$ cat config.mk
export PLATFORM = sky130hd
export DESIGN_NAME = mem_arbiter_flat
export DESIGN_NICKNAME = d
export VERILOG_FILES = /design/src/rtl/mem_arbiter_if.sv /design/src/rtl/mem_arbiter.sv /design/src/flat_wrapper.sv
export SDC_FILE = /design/constraint.sdc
export NUM_CORES = 1
export LEC_CHECK = 0
export ABC_AREA = 1
export CAP_MARGIN = 20
export CORE_AREA = 2 2 161 163
export CTS_CLUSTER_DIAMETER = 50
export DETAILED_ROUTE_END_ITERATION = 8
export DIE_AREA = 0 0 163 165
export PLACE_DENSITY = 0.82
export SLEW_MARGIN = 25
export SYNTH_ARGS = -nofsm -noshare
export SYNTH_HDL_FRONTEND = slang
export SYNTH_SLANG_ARGS = --single-unit
$ cat constraint.sdc
create_clock -name clk -period 5.53 [get_ports clk]
set_input_delay 1.106 -clock clk [delete_from_list [all_inputs] [get_ports clk]]
set_output_delay 1.106 -clock clk [all_outputs]
set_load 0.1 [all_outputs]
$ cat src/rtl/mem_arbiter_if.sv
// Requester-side and byte-wide RAM-side signal bundle for mem_arbiter.
// The slave modport is the arbiter's view; master is the requesters/RAM view.
interface mem_arbiter_if #(
    parameter int unsigned ADDR_W = 32
);
    logic              flush_i;
    logic              inst_req_i;
    logic [ADDR_W-1:0] inst_addr_i;
    logic              inst_done_o;
    logic [31:0]       inst_o;
    logic [ADDR_W-1:0] inst_addr_o;
    logic              data_req_i;
    logic              data_wr_i;
    logic [1:0]        data_size_i;
    logic [ADDR_W-1:0] data_addr_i;
    logic [31:0]       data_i;
    logic              data_done_o;
    logic [31:0]       data_o;
    logic              busy_o;
    logic [7:0]        din_ram;
    logic [7:0]        dout_ram;
    logic [ADDR_W-1:0] addr_ram;
    logic              wr_ram;

    modport slave (
        input  flush_i, inst_req_i, inst_addr_i,
        input  data_req_i, data_wr_i, data_size_i, data_addr_i, data_i,
        input  din_ram,
        output inst_done_o, inst_o, inst_addr_o,
        output data_done_o, data_o, busy_o,
        output dout_ram, addr_ram, wr_ram
    );

    modport master (
        output flush_i, inst_req_i, inst_addr_i,
        output data_req_i, data_wr_i, data_size_i, data_addr_i, data_i,
        output din_ram,
        input  inst_done_o, inst_o, inst_addr_o,
        input  data_done_o, data_o, busy_o,
        input  dout_ram, addr_ram, wr_ram
    );
endinterface

$ cat src/rtl/mem_arbiter.sv
// Shares one byte-wide RAM port between instruction fetch and load/store.
// Data side has priority; a starvation counter forces a fetch grant after STARVE_LIMIT data grants.
module mem_arbiter #(
    parameter int unsigned ADDR_W       = 32,
    parameter int unsigned STARVE_LIMIT = 4
) (
    input  logic         clk,
    input  logic         rst,
    mem_arbiter_if.slave bus
);
    localparam int unsigned CNT_W  = $clog2(STARVE_LIMIT + 1) + 1;
    localparam int unsigned BEAT_W = 2;

    typedef enum logic [1:0] {
        IDLE,
        XFER,
        WAIT_LAST
    } state_t;

    state_t              state, state_n;
    logic [CNT_W-1:0]    cnt, cnt_n;
    logic                is_inst, is_inst_n;
    logic                is_wr, is_wr_n;
    logic [BEAT_W-1:0]   last, last_n;
    logic [BEAT_W-1:0]   beat, beat_n;
    logic [BEAT_W-1:0]   prev_beat;
    logic [ADDR_W-1:0]   addr_q, addr_n;
    logic [31:0]         wdata_q, wdata_n;
    logic [31:0]         rbuf, rbuf_n;

    logic [ADDR_W-1:0]   addr_ram_q, addr_ram_n;
    logic [7:0]          dout_ram_q, dout_ram_n;
    logic                wr_ram_q, wr_ram_n;
    logic                inst_done_q, inst_done_n;
    logic                data_done_q, data_done_n;
    logic [31:0]         inst_q, inst_n;
    logic [ADDR_W-1:0]   inst_addr_q, inst_addr_n;
    logic [31:0]         data_q, data_n;
    logic                busy_q, busy_n;

    logic                grant_data;
    logic                grant_inst;

    // Index of the last beat: byte, half, word; the illegal size runs as a word.
    function automatic logic [BEAT_W-1:0] size_last(input logic [1:0] size);
        case (size)
            2'b00:   size_last = BEAT_W'(0);
            2'b01:   size_last = BEAT_W'(1);
            default: size_last = BEAT_W'(3);
        endcase
    endfunction

    always_ff @(posedge clk) begin
        if (rst) begin
            state       <= IDLE;
            cnt         <= '0;
            is_inst     <= 1'b0;
            is_wr       <= 1'b0;
            last        <= '0;
            beat        <= '0;
            addr_q      <= '0;
            wdata_q     <= '0;
            rbuf        <= '0;
            addr_ram_q  <= '0;
            dout_ram_q  <= '0;
            wr_ram_q    <= 1'b0;
            inst_done_q <= 1'b0;
            data_done_q <= 1'b0;
            inst_q      <= '0;
            inst_addr_q <= '0;
            data_q      <= '0;
            busy_q      <= 1'b0;
        end else begin
            state       <= state_n;
            cnt         <= cnt_n;
            is_inst     <= is_inst_n;
            is_wr       <= is_wr_n;
            last        <= last_n;
            beat        <= beat_n;
            addr_q      <= addr_n;
            wdata_q     <= wdata_n;
            rbuf        <= rbuf_n;
            addr_ram_q  <= addr_ram_n;
            dout_ram_q  <= dout_ram_n;
            wr_ram_q    <= wr_ram_n;
            inst_done_q <= inst_done_n;
            data_done_q <= data_done_n;
            inst_q      <= inst_n;
            inst_addr_q <= inst_addr_n;
            data_q      <= data_n;
            busy_q      <= busy_n;
        end
    end

    always_comb begin
        state_n     = state;
        cnt_n       = cnt;
        is_inst_n   = is_inst;
        is_wr_n     = is_wr;
        last_n      = last;
        beat_n      = beat;
        addr_n      = addr_q;
        wdata_n     = wdata_q;
        rbuf_n      = rbuf;
        addr_ram_n  = addr_ram_q;
        dout_ram_n  = dout_ram_q;
        wr_ram_n    = 1'b0;
        inst_done_n = 1'b0;
        data_done_n = 1'b0;
        inst_n      = inst_q;
        inst_addr_n = inst_addr_q;
        data_n      = data_q;
        prev_beat   = beat - BEAT_W'(1);

        grant_data = bus.data_req_i &&
                     !(bus.inst_req_i && (cnt >= CNT_W'(STARVE_LIMIT)));
        grant_inst = !grant_data && bus.inst_req_i && !bus.flush_i;

        unique case (state)
            IDLE: begin
                if (grant_data || grant_inst) begin
                    state_n    = XFER;
                    beat_n     = '0;
                    rbuf_n     = '0;
                    is_inst_n  = grant_inst;
                    is_wr_n    = grant_data && bus.data_wr_i;
                    addr_n     = grant_data ? bus.data_addr_i : bus.inst_addr_i;
                    last_n     = grant_data ? size_last(bus.data_size_i) : BEAT_W'(3);
                    wdata_n    = bus.data_i;
                    addr_ram_n = addr_n;
                    if (is_wr_n) begin
                        wr_ram_n   = 1'b1;
                        dout_ram_n = bus.data_i[7:0];
                    end
                    // Count data grants that bypass a waiting fetch; a fetch grant clears it.
                    if (grant_data && bus.inst_req_i) begin
                        cnt_n = cnt + CNT_W'(1);
                    end else begin
                        cnt_n = '0;
                    end
                end
            end

            XFER: begin
                if (is_inst && bus.flush_i) begin
                    state_n = IDLE;
                end else begin
                    // RAM data lags the address by one cycle, so capture the previous beat.
                    if (!is_wr && (beat != '0)) begin
                        rbuf_n[{prev_beat, 3'b000} +: 8] = bus.din_ram;
                    end
                    if (beat == last) begin
                        if (is_wr) begin
                            state_n     = IDLE;
                            data_done_n = 1'b1;
                        end else begin
                            state_n = WAIT_LAST;
                        end
                    end else begin
                        beat_n     = beat + BEAT_W'(1);
                        addr_ram_n = addr_q + ADDR_W'(beat_n);
                        if (is_wr) begin
                            wr_ram_n   = 1'b1;
                            dout_ram_n = wdata_q[{beat_n, 3'b000} +: 8];
                        end
                    end
                end
            end

            WAIT_LAST: begin
                state_n = IDLE;
                if (!(is_inst && bus.flush_i)) begin
                    rbuf_n[{last, 3'b000} +: 8] = bus.din_ram;
                    if (is_inst) begin
                        inst_n      = rbuf_n;
                        inst_addr_n = addr_q;
                        inst_done_n = 1'b1;
                    end else begin
                        data_n      = rbuf_n;
                        data_done_n = 1'b1;
                    end
                end
            end

            default: begin
                state_n = IDLE;
            end
        endcase

        busy_n = (state_n != IDLE);
    end

    assign bus.inst_done_o = inst_done_q;
    assign bus.inst_o      = inst_q;
    assign bus.inst_addr_o = inst_addr_q;
    assign bus.data_done_o = data_done_q;
    assign bus.data_o      = data_q;
    assign bus.busy_o      = busy_q;
    assign bus.dout_ram    = dout_ram_q;
    assign bus.addr_ram    = addr_ram_q;
    assign bus.wr_ram      = wr_ram_q;
endmodule

$ cat src/flat_wrapper.sv
// flat-port wrapper written by rule: the top's interface ports become plain ports
module mem_arbiter_flat 
#(
    parameter int unsigned ADDR_W       = 32,
    parameter int unsigned STARVE_LIMIT = 4
)
  (clk, rst, bus_flush_i, bus_inst_req_i, bus_inst_addr_i, bus_data_req_i, bus_data_wr_i, bus_data_size_i, bus_data_addr_i, bus_data_i, bus_din_ram, bus_inst_done_o, bus_inst_o, bus_inst_addr_o, bus_data_done_o, bus_data_o, bus_busy_o, bus_dout_ram, bus_addr_ram, bus_wr_ram);
  mem_arbiter_if #(.ADDR_W(ADDR_W)) bus_i ();
  input  logic clk;
  input  logic rst;
  input wire logic [$bits(bus_i.flush_i)-1:0] bus_flush_i;
  input wire logic [$bits(bus_i.inst_req_i)-1:0] bus_inst_req_i;
  input wire logic [$bits(bus_i.inst_addr_i)-1:0] bus_inst_addr_i;
  input wire logic [$bits(bus_i.data_req_i)-1:0] bus_data_req_i;
  input wire logic [$bits(bus_i.data_wr_i)-1:0] bus_data_wr_i;
  input wire logic [$bits(bus_i.data_size_i)-1:0] bus_data_size_i;
  input wire logic [$bits(bus_i.data_addr_i)-1:0] bus_data_addr_i;
  input wire logic [$bits(bus_i.data_i)-1:0] bus_data_i;
  input wire logic [$bits(bus_i.din_ram)-1:0] bus_din_ram;
  output wire logic [$bits(bus_i.inst_done_o)-1:0] bus_inst_done_o;
  output wire logic [$bits(bus_i.inst_o)-1:0] bus_inst_o;
  output wire logic [$bits(bus_i.inst_addr_o)-1:0] bus_inst_addr_o;
  output wire logic [$bits(bus_i.data_done_o)-1:0] bus_data_done_o;
  output wire logic [$bits(bus_i.data_o)-1:0] bus_data_o;
  output wire logic [$bits(bus_i.busy_o)-1:0] bus_busy_o;
  output wire logic [$bits(bus_i.dout_ram)-1:0] bus_dout_ram;
  output wire logic [$bits(bus_i.addr_ram)-1:0] bus_addr_ram;
  output wire logic [$bits(bus_i.wr_ram)-1:0] bus_wr_ram;
  assign bus_i.flush_i = bus_flush_i;
  assign bus_i.inst_req_i = bus_inst_req_i;
  assign bus_i.inst_addr_i = bus_inst_addr_i;
  assign bus_i.data_req_i = bus_data_req_i;
  assign bus_i.data_wr_i = bus_data_wr_i;
  assign bus_i.data_size_i = bus_data_size_i;
  assign bus_i.data_addr_i = bus_data_addr_i;
  assign bus_i.data_i = bus_data_i;
  assign bus_i.din_ram = bus_din_ram;
  assign bus_inst_done_o = bus_i.inst_done_o;
  assign bus_inst_o = bus_i.inst_o;
  assign bus_inst_addr_o = bus_i.inst_addr_o;
  assign bus_data_done_o = bus_i.data_done_o;
  assign bus_data_o = bus_i.data_o;
  assign bus_busy_o = bus_i.busy_o;
  assign bus_dout_ram = bus_i.dout_ram;
  assign bus_addr_ram = bus_i.addr_ram;
  assign bus_wr_ram = bus_i.wr_ram;
  mem_arbiter #(.ADDR_W(ADDR_W), .STARVE_LIMIT(STARVE_LIMIT)) u_core (.clk(clk), .rst(rst), .bus(bus_i));
endmodule
==> Word level (Yosys, flattened, before mapping) <==
Index checks and enable logic that the tools add are counted.
{ "word_totals": {"register_bits": 248, "out_inout_bits": 140} }
{ "op_classes": {"add_sub_neg": 6, "order_cmp": 1, "eq_ne": 11, "shift": 5, "mux": 42, "bitwise": 3, "n_reduce_logical": 26} }
{ "op_table": {"columns": ["op", "n"], "rows": [
  ["$mux W32", 8],
  ["$pmux W32 S3", 1],
  ["$bwmux W32", 2],
  ["$pmux W32 S2", 1],
  ["$shift A8 B7 Y32 const A", 2],
  ["$shiftx A8 B7 Y32", 2],
  ["$mux W8", 5],
  ["$add A32 B2 Y32", 1],
  ["$shiftx A32 B6 Y8", 1],
  ["$mux W2", 8],
  ["$pmux W8 S2", 1],
  ["$neg A5 Y7", 2],
  ["$pmux W2 S2", 3],
  ["$mux W1", 10],
  ["$logic_and A1 B1 Y1", 8],
  ["$ne A2 B1 Y1 const B", 4],
  ["$ne A2 B2 Y1 const B", 3],
  ["$reduce_and A3 Y1", 2],
  ["$reduce_and A6 Y1", 1],
  ["$reduce_bool A2 Y1", 3],
  ["$reduce_and A5 Y1", 1],
  ["$add A4 B1 Y4 const B", 1],
  ["$eq A2 B1 Y1 const B", 2],
  ["$ge A4 B3 Y1 const B", 1],
  ["other kinds (14)", 21]
]} }

==> Depth between registers and ports, before layout <==
Gate-level depths: netlist of the first run.
{ "depth": {"ltp_word": 11, "ltp_mapped": 15, "mapped_depth_nobuf": 13} }

==> Least setup slack after synthesis of the first run <==
Ideal clock, no wire load.
{ "synth_path": {"path_kind": "register -> register", "start": "register u_core.beat[0]", "end": "register u_core.addr_ram_q[9] (netlist: u_core.bus.addr_ram[9])", "t_arrival_ns": 2.407, "required_time_ns": 5.411, "slack_ns": 3.004, "stages_incl_launch_ff": 15, "path_buffers": 2, "synth_period_minus_slack_ns": 2.526, "path_cell_list": "dfxtp_1 buf_4 inv_2 clkbuf_1 ha_1 ha_1 nand3_1 nand2_1 nand2_2 nor2_1 nand2_1 nand2_1 nand2_1 a21oi_1 nor2_1"} }
{ "synth_between": {"elab_chain_cells": 5, "word_cells_on_any_way": 8, "classes_between": "add/sub: 2; eq/ne: 2; mux: 3; reduce/logical: 1"} }
{ "synth_lines": {"columns": ["item", "line", "text"], "rows": [
  ["start, declared", "mem_arbiter.sv:25", "logic [BEAT_W-1:0] beat, beat_n;"],
  ["start signal, assigned", "mem_arbiter.sv:79", "beat <= beat_n;"],
  ["$add A2 B1 Y2", "mem_arbiter.sv:160", "beat_n = beat + BEAT_W'(1);"],
  ["$add A32 B2 Y32", "mem_arbiter.sv:161", "addr_ram_n = addr_q + ADDR_W'(beat_n);"],
  ["$mux W32", "mem_arbiter.sv:152", "if (beat == last) begin"],
  ["$mux W32", "mem_arbiter.sv:145", "if (is_inst && bus.flush_i) begin"],
  ["$pmux W32 S2", "mem_arbiter.sv:119", "unique case (state)"],
  ["end signal, assigned", "mem_arbiter.sv:83", "addr_ram_q <= addr_ram_n;"],
  ["end, declared", "mem_arbiter.sv:31", "logic [ADDR_W-1:0] addr_ram_q, addr_ram_n;"]
]} }
Several ways; a longest one is shown, not always the timed one. The select of a mux whose other input is x is not followed.
A chain may end at the register's enable or synchronous reset.

==> Final worst setup path of the first run <==
{ "layout_path": {"start": "register u_core.beat[0]", "end": "register u_core.rbuf[25]"} }
{ "layout_between": {"elab_chain_cells": 7, "word_cells_on_any_way": 12, "classes_between": "add/sub: 2; eq/ne: 1; shift: 2; mux: 4; reduce/logical: 3"} }
{ "layout_lines": {"columns": ["item", "line", "text"], "rows": [
  ["$sub A2 B1 Y2", "mem_arbiter.sv:113", "prev_beat = beat - BEAT_W'(1);"],
  ["$neg A5 Y7", "mem_arbiter.sv:150", "rbuf_n[{prev_beat, 3'b000} +: 8] = bus.din_ram;"],
  ["$shiftx A8 B7 Y32 or $shift A8 B7 Y32 (tied branches)", "mem_arbiter.sv:150", null],
  ["$bwmux W32", "mem_arbiter.sv:150", null],
  ["$mux W32", "mem_arbiter.sv:149", "if (!is_wr && (beat != '0)) begin"],
  ["$mux W32", "mem_arbiter.sv:145", null],
  ["$pmux W32 S3", "mem_arbiter.sv:119", null],
  ["end signal, assigned", "mem_arbiter.sv:82", "rbuf <= rbuf_n;"],
  ["end, declared", "mem_arbiter.sv:29", "logic [31:0] rbuf, rbuf_n;"]
]} }
Several ways; a longest one is shown, not always the timed one. The select of a mux whose other input is x is not followed.

==> summary.log, run 1 <==
INFO  outcome        run_status=finished clean
INFO  global_routing grt_pass1_wl=60.4mm
INFO  worst_setup_path cp_slowest_stage_delay=0.72ns
INFO  worst_setup_path critical-path-slowest-cell=ha_1
INFO  synthesis      synth_area_per_cell=6.84um^2
INFO  power_and_ir_drop total_leakage_power=6.81nW
INFO  synthesis      yosys.area.top_type_share=39.8%
INFO  power_and_ir_drop power_report.internal_total=3.67mW
INFO  run            drv_cap=0
INFO  synthesis      synth.largest_area_cell=dfxtp_1
INFO  layout         final_core_utilization=63.3%
INFO  clocking       clock_path_buffers=3
INFO  sta            finalClockSkew=0.00613ns
INFO  die            floorplan.initialDensity=49.8%
INFO  layout         final_layout_size_suffix_gt1_share=6.04%
INFO  sta            grt_setup_unrepaired=false
INFO  worst_setup_path data_required_time_at_the_worst_endpoint=5.96ns
INFO  synthesis      synthesis.area=12500um^2
INFO  drt            detail_route.vias_per_cell=5.49
INFO  clocking       cts_tree=done
INFO  layout         layout.cell_area.non_filler=15900um^2
INFO  placed_design  gp_congestion=0.905
INFO  clocking       worst_setup_hold_path_clk_slew=0.06ns
INFO  die            die_width=163um
INFO  drt            route.met3.wl=2.81mm
INFO  power_and_ir_drop fin_total_pwr=6.00mW
INFO  sta            timing.final.max_slew_violations=0
INFO  worst_setup_path rr_startpoint=u_core.beat[0]
INFO  worst_hold_path hold_path_end=u_core.bus.inst_o[6]
INFO  placed_design  number_of_buffers_added_on_ports=251
INFO  worst_setup_path path_delay_family=buffers and inverters
INFO  drt            top_signal_layer_used=met4
INFO  worst_setup_path ff2ff_setup_slack=2.15ns
INFO  power_and_ir_drop p_comb_share=32.7%
INFO  worst_setup_path timing.rr.end=u_core.rbuf[25]
INFO  synthesis      post_synth_main_area_contributors=dfxtp_1, nand2_1, o21ai_0
INFO  die            fp.coreArea=25000um^2
INFO  placed_design  placedInstanceArea=14900um^2
INFO  sta            report.final.setup_viol=0
INFO  sta            fin_hold_ws=0.466ns
INFO  worst_hold_path holdCritStartpoint=u_core.bus.inst_o[6]
INFO  global_routing globalRouteTotalUtil=27.7%
INFO  worst_setup_path sort_of_element_at_the_end_of_the_critical_path=flop
INFO  sta            clock.fmax=296MHz
INFO  die            dieArea=26900um^2
INFO  worst_setup_path crit_path_start_kind=flop
INFO  clocking       postCtsHoldBufs=0
INFO  worst_setup_path worstPathCellList=buf_4 -> inv_2 -> ha_1 -> clkinv_1 -> nand2_1 -> o21ai_0 -> o211ai_1 -> o21ai_1 -> nand2_1 -> nand2_1 -> nand2_1 -> inv_1
INFO  layout         nets=2131
INFO  drt            postRouteAntennaNets=0
INFO  worst_setup_path critical-path-top-cell-by-count=nand2_1
INFO  synthesis      share_of_synthesized_area_occupied_by_flip_flops_and_latches=39.8%
INFO  power_and_ir_drop power.ir.vdd_worst=0.292mV
INFO  global_routing global_route.overflow_total=0
INFO  sta            setup_total_negative_slack=0ns
INFO  worst_setup_path crit_arrival=3.81ns
INFO  drt            drc=0
INFO  power_and_ir_drop clkPwrFrac=31.6%
INFO  global_routing antenna_found_initial=1
INFO  die            ioPinCount=252
INFO  sta            timing.final.crit_share=61.0%
INFO  worst_setup_path r2r.worst_path.cells=12
INFO  worst_setup_path critical_path_class=reg -> reg
INFO  clocking       source_to_sink_clock_delay_at_the_later_pin_of_the_worst_skew_pair=0.53ns
INFO  layout         area_growth=27.2%
INFO  synthesis      synth_cells=1821
INFO  drt            routed-wl-met2=18.5mm
INFO  worst_hold_path worstHoldPathType=reg -> reg
INFO  clocking       cts_htree_levels=1
INFO  clocking       cts.repair_timing.setup_buffer_count=0
INFO  die            die_h=165um
INFO  synthesis      synth_nets=1952
INFO  sta            min_clock_period_post_route=3.38ns
INFO  clocking       cts_root_buffer=clkbuf_16
INFO  global_routing grt_pass1_vias=11.9k
INFO  synthesis      flip_flop_and_latch_count_after_synthesis=248
INFO  worst_setup_path cp_num_buf_inv=4
INFO  clocking       postCtsResizedCells=0
INFO  drt            detail_route.wl_per_cell=16.3um
INFO  sta            max-slew-margin-rel=28.7%
INFO  synthesis      post-synth-top-count-cell=nand2_1
INFO  drt            drt-pass1-iter-count=5
INFO  drt            wirelength=38.3mm
INFO  worst_setup_path cp_max_fo=29
INFO  drt            detailedRoute.firstIterationViolations=1101
INFO  drt            detailroute.via_count=12.9k
INFO  synthesis      synth_common_cells=nand2_1, nor2_1, dfxtp_1
INFO  synthesis      dominantRegCellSynth=dfxtp_1
INFO  power_and_ir_drop pwr_cell_area=378nW/um^2
INFO  placed_design  dpl.hpwl=26.5mm
INFO  die            std_cell_rows=58
INFO  power_and_ir_drop netSwitchingFraction=38.8%
INFO  power_and_ir_drop p_switching=2.33mW
INFO  worst_hold_path hold_path_depth=2
INFO  power_and_ir_drop power.share.sequential=35.7%
INFO  sta            timing_worst_slew_pin_value=1.07ns
INFO  synthesis      synth_edf_count=0
INFO  synthesis      ys_async_sr_fraction=0%
INFO  clocking       cts_made_buffers=28
INFO  synthesis      yosys.cell_types.count=44
INFO  global_routing grt_start_max_net_pins=105
INFO  sta            finalHoldViolations=0
INFO  clocking       cts.sink_count=248
INFO  drt            drt-met1-wl=15.3mm
INFO  synthesis      synth.yosys.warnings=0
[placed cells by master, fill, tap and decap left out, drive strengths merged, types with 2 or more instances in the layout]
cell / instances
o22ai: 2
clkbuf: 41
a31oi: 16
clkinv: 6
ha: 18
a21oi: 92
nor2: 280
xor2: 2
bufinv: 2
clkinvlp: 3
or2: 25
inv: 176
a22oi: 31
nand2: 389
nand4: 3
clkdlybuf4s50: 250
nor3: 6
a211oi: 24
buf: 10
nand3: 90
o21ai: 251
o21bai: 3
dfxtp: 248
o211ai: 46
[power groups by stage]
| stage | Clock [mW] | Sequential, mW | Combinational (mW) |
|---|---|---|---|
| 2_1_floorplan | 0 | 2.72 | 0.894 |
| 4_1_cts | 1.91 | 2.14 | 1.95 |
| 3_3_place_gp | 0 | 2.16 | 1.91 |
| 6_report | 1.90 | 2.14 | 1.96 |
| 5_1_grt | 1.99 | 2.16 | 2.11 |
| 3_5_place_dp | 0 | 2.17 | 1.94 |
[worst max-delay path by stage]
stage | startpoint | to | slack, ns | cells past startpoint
after global placement | bus_inst_req_i | u_core.rbuf[31] | 1.78 | 9
final | u_core.beat[0] | u_core.rbuf[25] | 2.15 | 12
after CTS | bus_data_req_i | u_core.addr_q[6] | 2.21 | 8
after detailed placement | bus_data_req_i | u_core.addr_q[3] | 1.65 | 8
after global routing | u_core.beat[0] | u_core.rbuf[27] | 1.89 | 12
after floorplan | u_core.beat[0] | u_core.bus.addr_ram[9] | 3.00 | 14
[logic make-up after synthesis]
kind of cell | after synthesis | share of synthesized area (%)
simple gates | 796 | 26.3
xor+xnor | 3 | 0.211
flops | 248 | 39.8
compound gates | 466 | 21.7
buf+inv | 289 | 9.99
fa+ha+maj | 19 | 1.97
[registers in the layout (all words and copies together), names as in the netlist]
| name | flops |
|---|---|
| u_core.bus.inst_done_o | 1 |
| u_core.is_wr | 1 |
| u_core.bus.wr_ram | 1 |
| u_core.bus.inst_addr_o | 32 |
| u_core.last | 2 |
| u_core.bus.addr_ram | 32 |
| u_core.bus.data_done_o | 1 |
| u_core.cnt | 4 |
| u_core.addr_q | 32 |
| u_core.bus.dout_ram | 8 |
| u_core.is_inst | 1 |
| u_core.beat | 2 |
| u_core.state | 2 |
| u_core.bus.data_o | 32 |
| u_core.rbuf | 32 |
| u_core.bus.busy_o | 1 |
| u_core.bus.inst_o | 32 |
| u_core.wdata_q | 32 |
[metal layers]
metal	GRT usage, %	up-vias
li1	-	6306
met1	33.3	5944
met2	48.6	552
met3	4.77	100
met4	12.3	0
met5	0	-
[area by class of cell]
cell class                      instances  area (um^2)
Tap cell                              330          413
Clock buffer                           41          841
Antenna cell                            1         2.50
Sequential cell                       248         4960
Timing Repair Buffer                  260         2570
Inverter                              178          671
Clock inverter                          9          114
Fill cell                            2244         9180
Multi-Input combinational cell       1284         6270
[tightest hold or removal path, delay by kind of cell, from the launching register on]
kind / cells / cell delay [ns]
and+or+nand+nor: 2 / 0.12
DFF: 1 / 0.31
[per-stage QoR]
step	setup WS, ns	cells
floorplan	3.00	1821
global placement	1.78	2300
detailed placement	1.65	2300
CTS	2.21	2350
global route	1.89	2351
finish	2.15	2351
Note: power is estimated with default switching activity, not from simulation.
==> inputs of run 2 (changes only) <==
==> constraint.sdc (replaced) <==
create_clock -name clk -period 3.2 [get_ports clk]
set_input_delay 0.64 -clock clk [delete_from_list [all_inputs] [get_ports clk]]
set_output_delay 0.64 -clock clk [all_outputs]
set_load 0.1 [all_outputs]
==> summary.log, run 2 (synthesis results as in run 1) <==
INFO  global_routing grt_pass1_wl=60.0mm [-0.56%]
INFO  sta            timing_worst_slew_pin_value=0.866ns [-0.200 ns]
INFO  worst_setup_path cp_max_fo=13 [-55%]
INFO  sta            finalClockSkew=0.0287ns [+0.0226 ns]
INFO  clocking       cts.repair_timing.setup_buffer_count=0 [unchanged]
INFO  power_and_ir_drop power.ir.vdd_worst=0.452mV [+55%]
INFO  drt            detailedRoute.firstIterationViolations=1218 [+11%]
INFO  layout         area_growth=25.9%
INFO  power_and_ir_drop pwr_cell_area=675nW/um^2 [+78%]
INFO  drt            detail_route.vias_per_cell=5.46 [-0.59%]
INFO  worst_setup_path ff2ff_setup_slack=0.55ns [-1.60 ns]
INFO  die            fp.coreArea=25000um^2 [unchanged]
INFO  power_and_ir_drop total_leakage_power=7.18nW [+5.4%]
INFO  clocking       cts_root_buffer=clkbuf_16
INFO  drt            postRouteAntennaNets=0 [unchanged]
INFO  sta            timing.final.max_slew_violations=0 [unchanged]
INFO  sta            grt_setup_unrepaired=false
INFO  layout         mostFrequentLayoutCell=nand2_1
INFO  drt            detail_route.wl_per_cell=16.1um [-1.1%]
INFO  sta            min_clock_period_post_route=2.65ns [-0.726 ns]
INFO  layout         final.fill_count=2258 [+0.62%]
INFO  worst_setup_path critical_path_class=reg -> reg
INFO  die            dieArea=26900um^2 [unchanged]
INFO  worst_setup_path crit_start=u_core.last[0]
INFO  layout         nets=2141 [+0.47%]
INFO  worst_setup_path timing.rr.end=u_core.rbuf[30]
INFO  clocking       clock_path_buffers=3 [unchanged]
INFO  die            ioPinCount=252 [unchanged]
INFO  worst_setup_path r2r.worst_path.cells=9 [-3]
INFO  worst_setup_path sort_of_element_at_the_end_of_the_critical_path=flop
INFO  die            die_h=165um [unchanged]
INFO  layout         layout_common_cells=nand2_1, nor2_1, dfxtp_1
INFO  drt            wirelength=38.1mm [-0.63%]
INFO  clocking       cts_tree=done
INFO  sta            max-slew-margin-rel=42.3% [+14 points]
INFO  global_routing global_route.overflow_total=0 [unchanged]
INFO  clocking       postCtsHoldBufs=0 [unchanged]
INFO  layout         final_layout_size_suffix_gt1_share=13.4% [+7.4 points]
INFO  clocking       worst_setup_hold_path_clk_slew=0.06ns [about the same]
INFO  clocking       cts.sink_count=248 [unchanged]
INFO  placed_design  gp_congestion=0.930 [+2.8%]
INFO  sta            timing.final.crit_share=82.8% [+22 points]
INFO  die            die_width=163um [unchanged]
INFO  worst_setup_path crit_end=u_core.rbuf[30]
INFO  outcome        run_status=finished clean
INFO  global_routing globalRouteTotalUtil=27.5% [-0.20 points]
INFO  sta            report.final.setup_viol=0 [unchanged]
INFO  clocking       postCtsResizedCells=0 [unchanged]
INFO  sta            setup_total_negative_slack=0ns [unchanged]
INFO  sta            finalHoldViolations=0 [unchanged]
INFO  global_routing antenna_found_initial=0 [-1]
INFO  worst_setup_path data_required_time_at_the_worst_endpoint=3.69ns [-2.27 ns]
INFO  drt            drt-pass1-iter-count=5 [unchanged]
INFO  worst_setup_path crit_arrival=3.14ns [-0.67 ns]
INFO  die            floorplan.initialDensity=49.8% [unchanged]
INFO  die            std_cell_rows=58 [unchanged]
INFO  worst_setup_path rr_startpoint=u_core.last[0]
INFO  clocking       cts_htree_levels=1 [unchanged]
INFO  clocking       source_to_sink_clock_delay_at_the_later_pin_of_the_worst_skew_pair=0.55ns [+0.02 ns]
INFO  clocking       cts_made_buffers=28 [unchanged]
INFO  worst_hold_path worstHoldPathType=reg -> reg
INFO  drt            detailroute.via_count=12.9k [-0.17%]
INFO  run            drv_cap=0 [unchanged]
INFO  placed_design  number_of_buffers_added_on_ports=251 [unchanged]
INFO  sta            clock.fmax=377MHz [+27%]
INFO  sta            fin_hold_ws=0.468ns [+0.00175 ns]
INFO  placed_design  placedInstanceArea=14700um^2 [-1.5%]
INFO  global_routing grt_pass1_vias=11.8k [-0.55%]
INFO  global_routing grt_start_max_net_pins=131 [+25%]
INFO  worst_setup_path crit_path_start_kind=flop
INFO  worst_hold_path hold_path_depth=2 [unchanged]
INFO  drt            drc=0 [unchanged]
INFO  layout         layout.cell_area.non_filler=15700um^2 [-1.0%]
INFO  placed_design  dpl.hpwl=26.5mm [+0.13%]
run 2: report_power, final:
group,total (mW),switching (mW),internal [mW]
clock network,3.51,1.34,2.18
registers,3.71,0.275,3.43
logic,3.37,2.46,0.910
total,10.6,4.07,6.52
run 2: worst min-delay path by stage:
stage                                  from                       to  slack (ns)
CTS                 u_core.bus.addr_ram[29]  u_core.bus.addr_ram[29]        0.47
global route           u_core.bus.inst_o[1]     u_core.bus.inst_o[1]        0.49
detailed placement  u_core.bus.addr_ram[29]  u_core.bus.addr_ram[29]        0.46
finish              u_core.bus.addr_ram[27]  u_core.bus.addr_ram[27]        0.47
global placement    u_core.bus.addr_ram[28]  u_core.bus.addr_ram[28]        0.45
floorplan                   u_core.rbuf[31]          u_core.rbuf[31]        0.44
run 2: cell type report:
| cell class | count | area, um^2 | area share, % |
|---|---|---|---|
| clock inverter | 13 | 215 | 1.37 |
| tap | 330 | 413 | 2.63 |
| antenna | 1 | 2.50 | 0.0159 |
| sequential | 248 | 4960 | 31.6 |
| inverter | 178 | 671 | 4.27 |
| multi-input combinational | 1284 | 6270 | 40.0 |
| timing repair buffer | 270 | 2350 | 15.0 |
| clock buffer | 37 | 806 | 5.13 |
run 2: worst max-delay path, stage by stage (launching register included):
cell and delay [ns]:
dfxtp_1 0.63, inv_1 0.24, ha_1 0.43, nor3_2 0.54, a22oi_1 0.25, o21ai_0 0.26, nand2_1 0.08, nand2_1 0.07
nand2_1 0.05, inv_1 0.04
run 2: stage by stage:
| stage | setup slack, ns | instances | power (mW) | utilization [%] |
|---|---|---|---|---|
| after floorplan | 0.674 | 1821 | 6.25 | - |
| after global placement | 0.518 | 2310 | 7.05 | 58.6 |
| after detailed placement | 0.468 | 2310 | 7.10 | 58.6 |
| after CTS | 0.642 | 2360 | 10.6 | 62.7 |
| after global routing | 0.365 | 2360 | 11.1 | 62.7 |
| final | 0.550 | 2361 | 10.6 | 62.7 |
run 2: metal layers:
layer | wire length, um | vias up | global-route usage (%)
met3 | 2670 | 110 | 3.92
met5 | 0 | - | 0
met4 | 1610 | 0 | 12.3
li1 | - | 6321 | -
met2 | 18300 | 526 | 47.2
met1 | 15500 | 5923 | 34.4
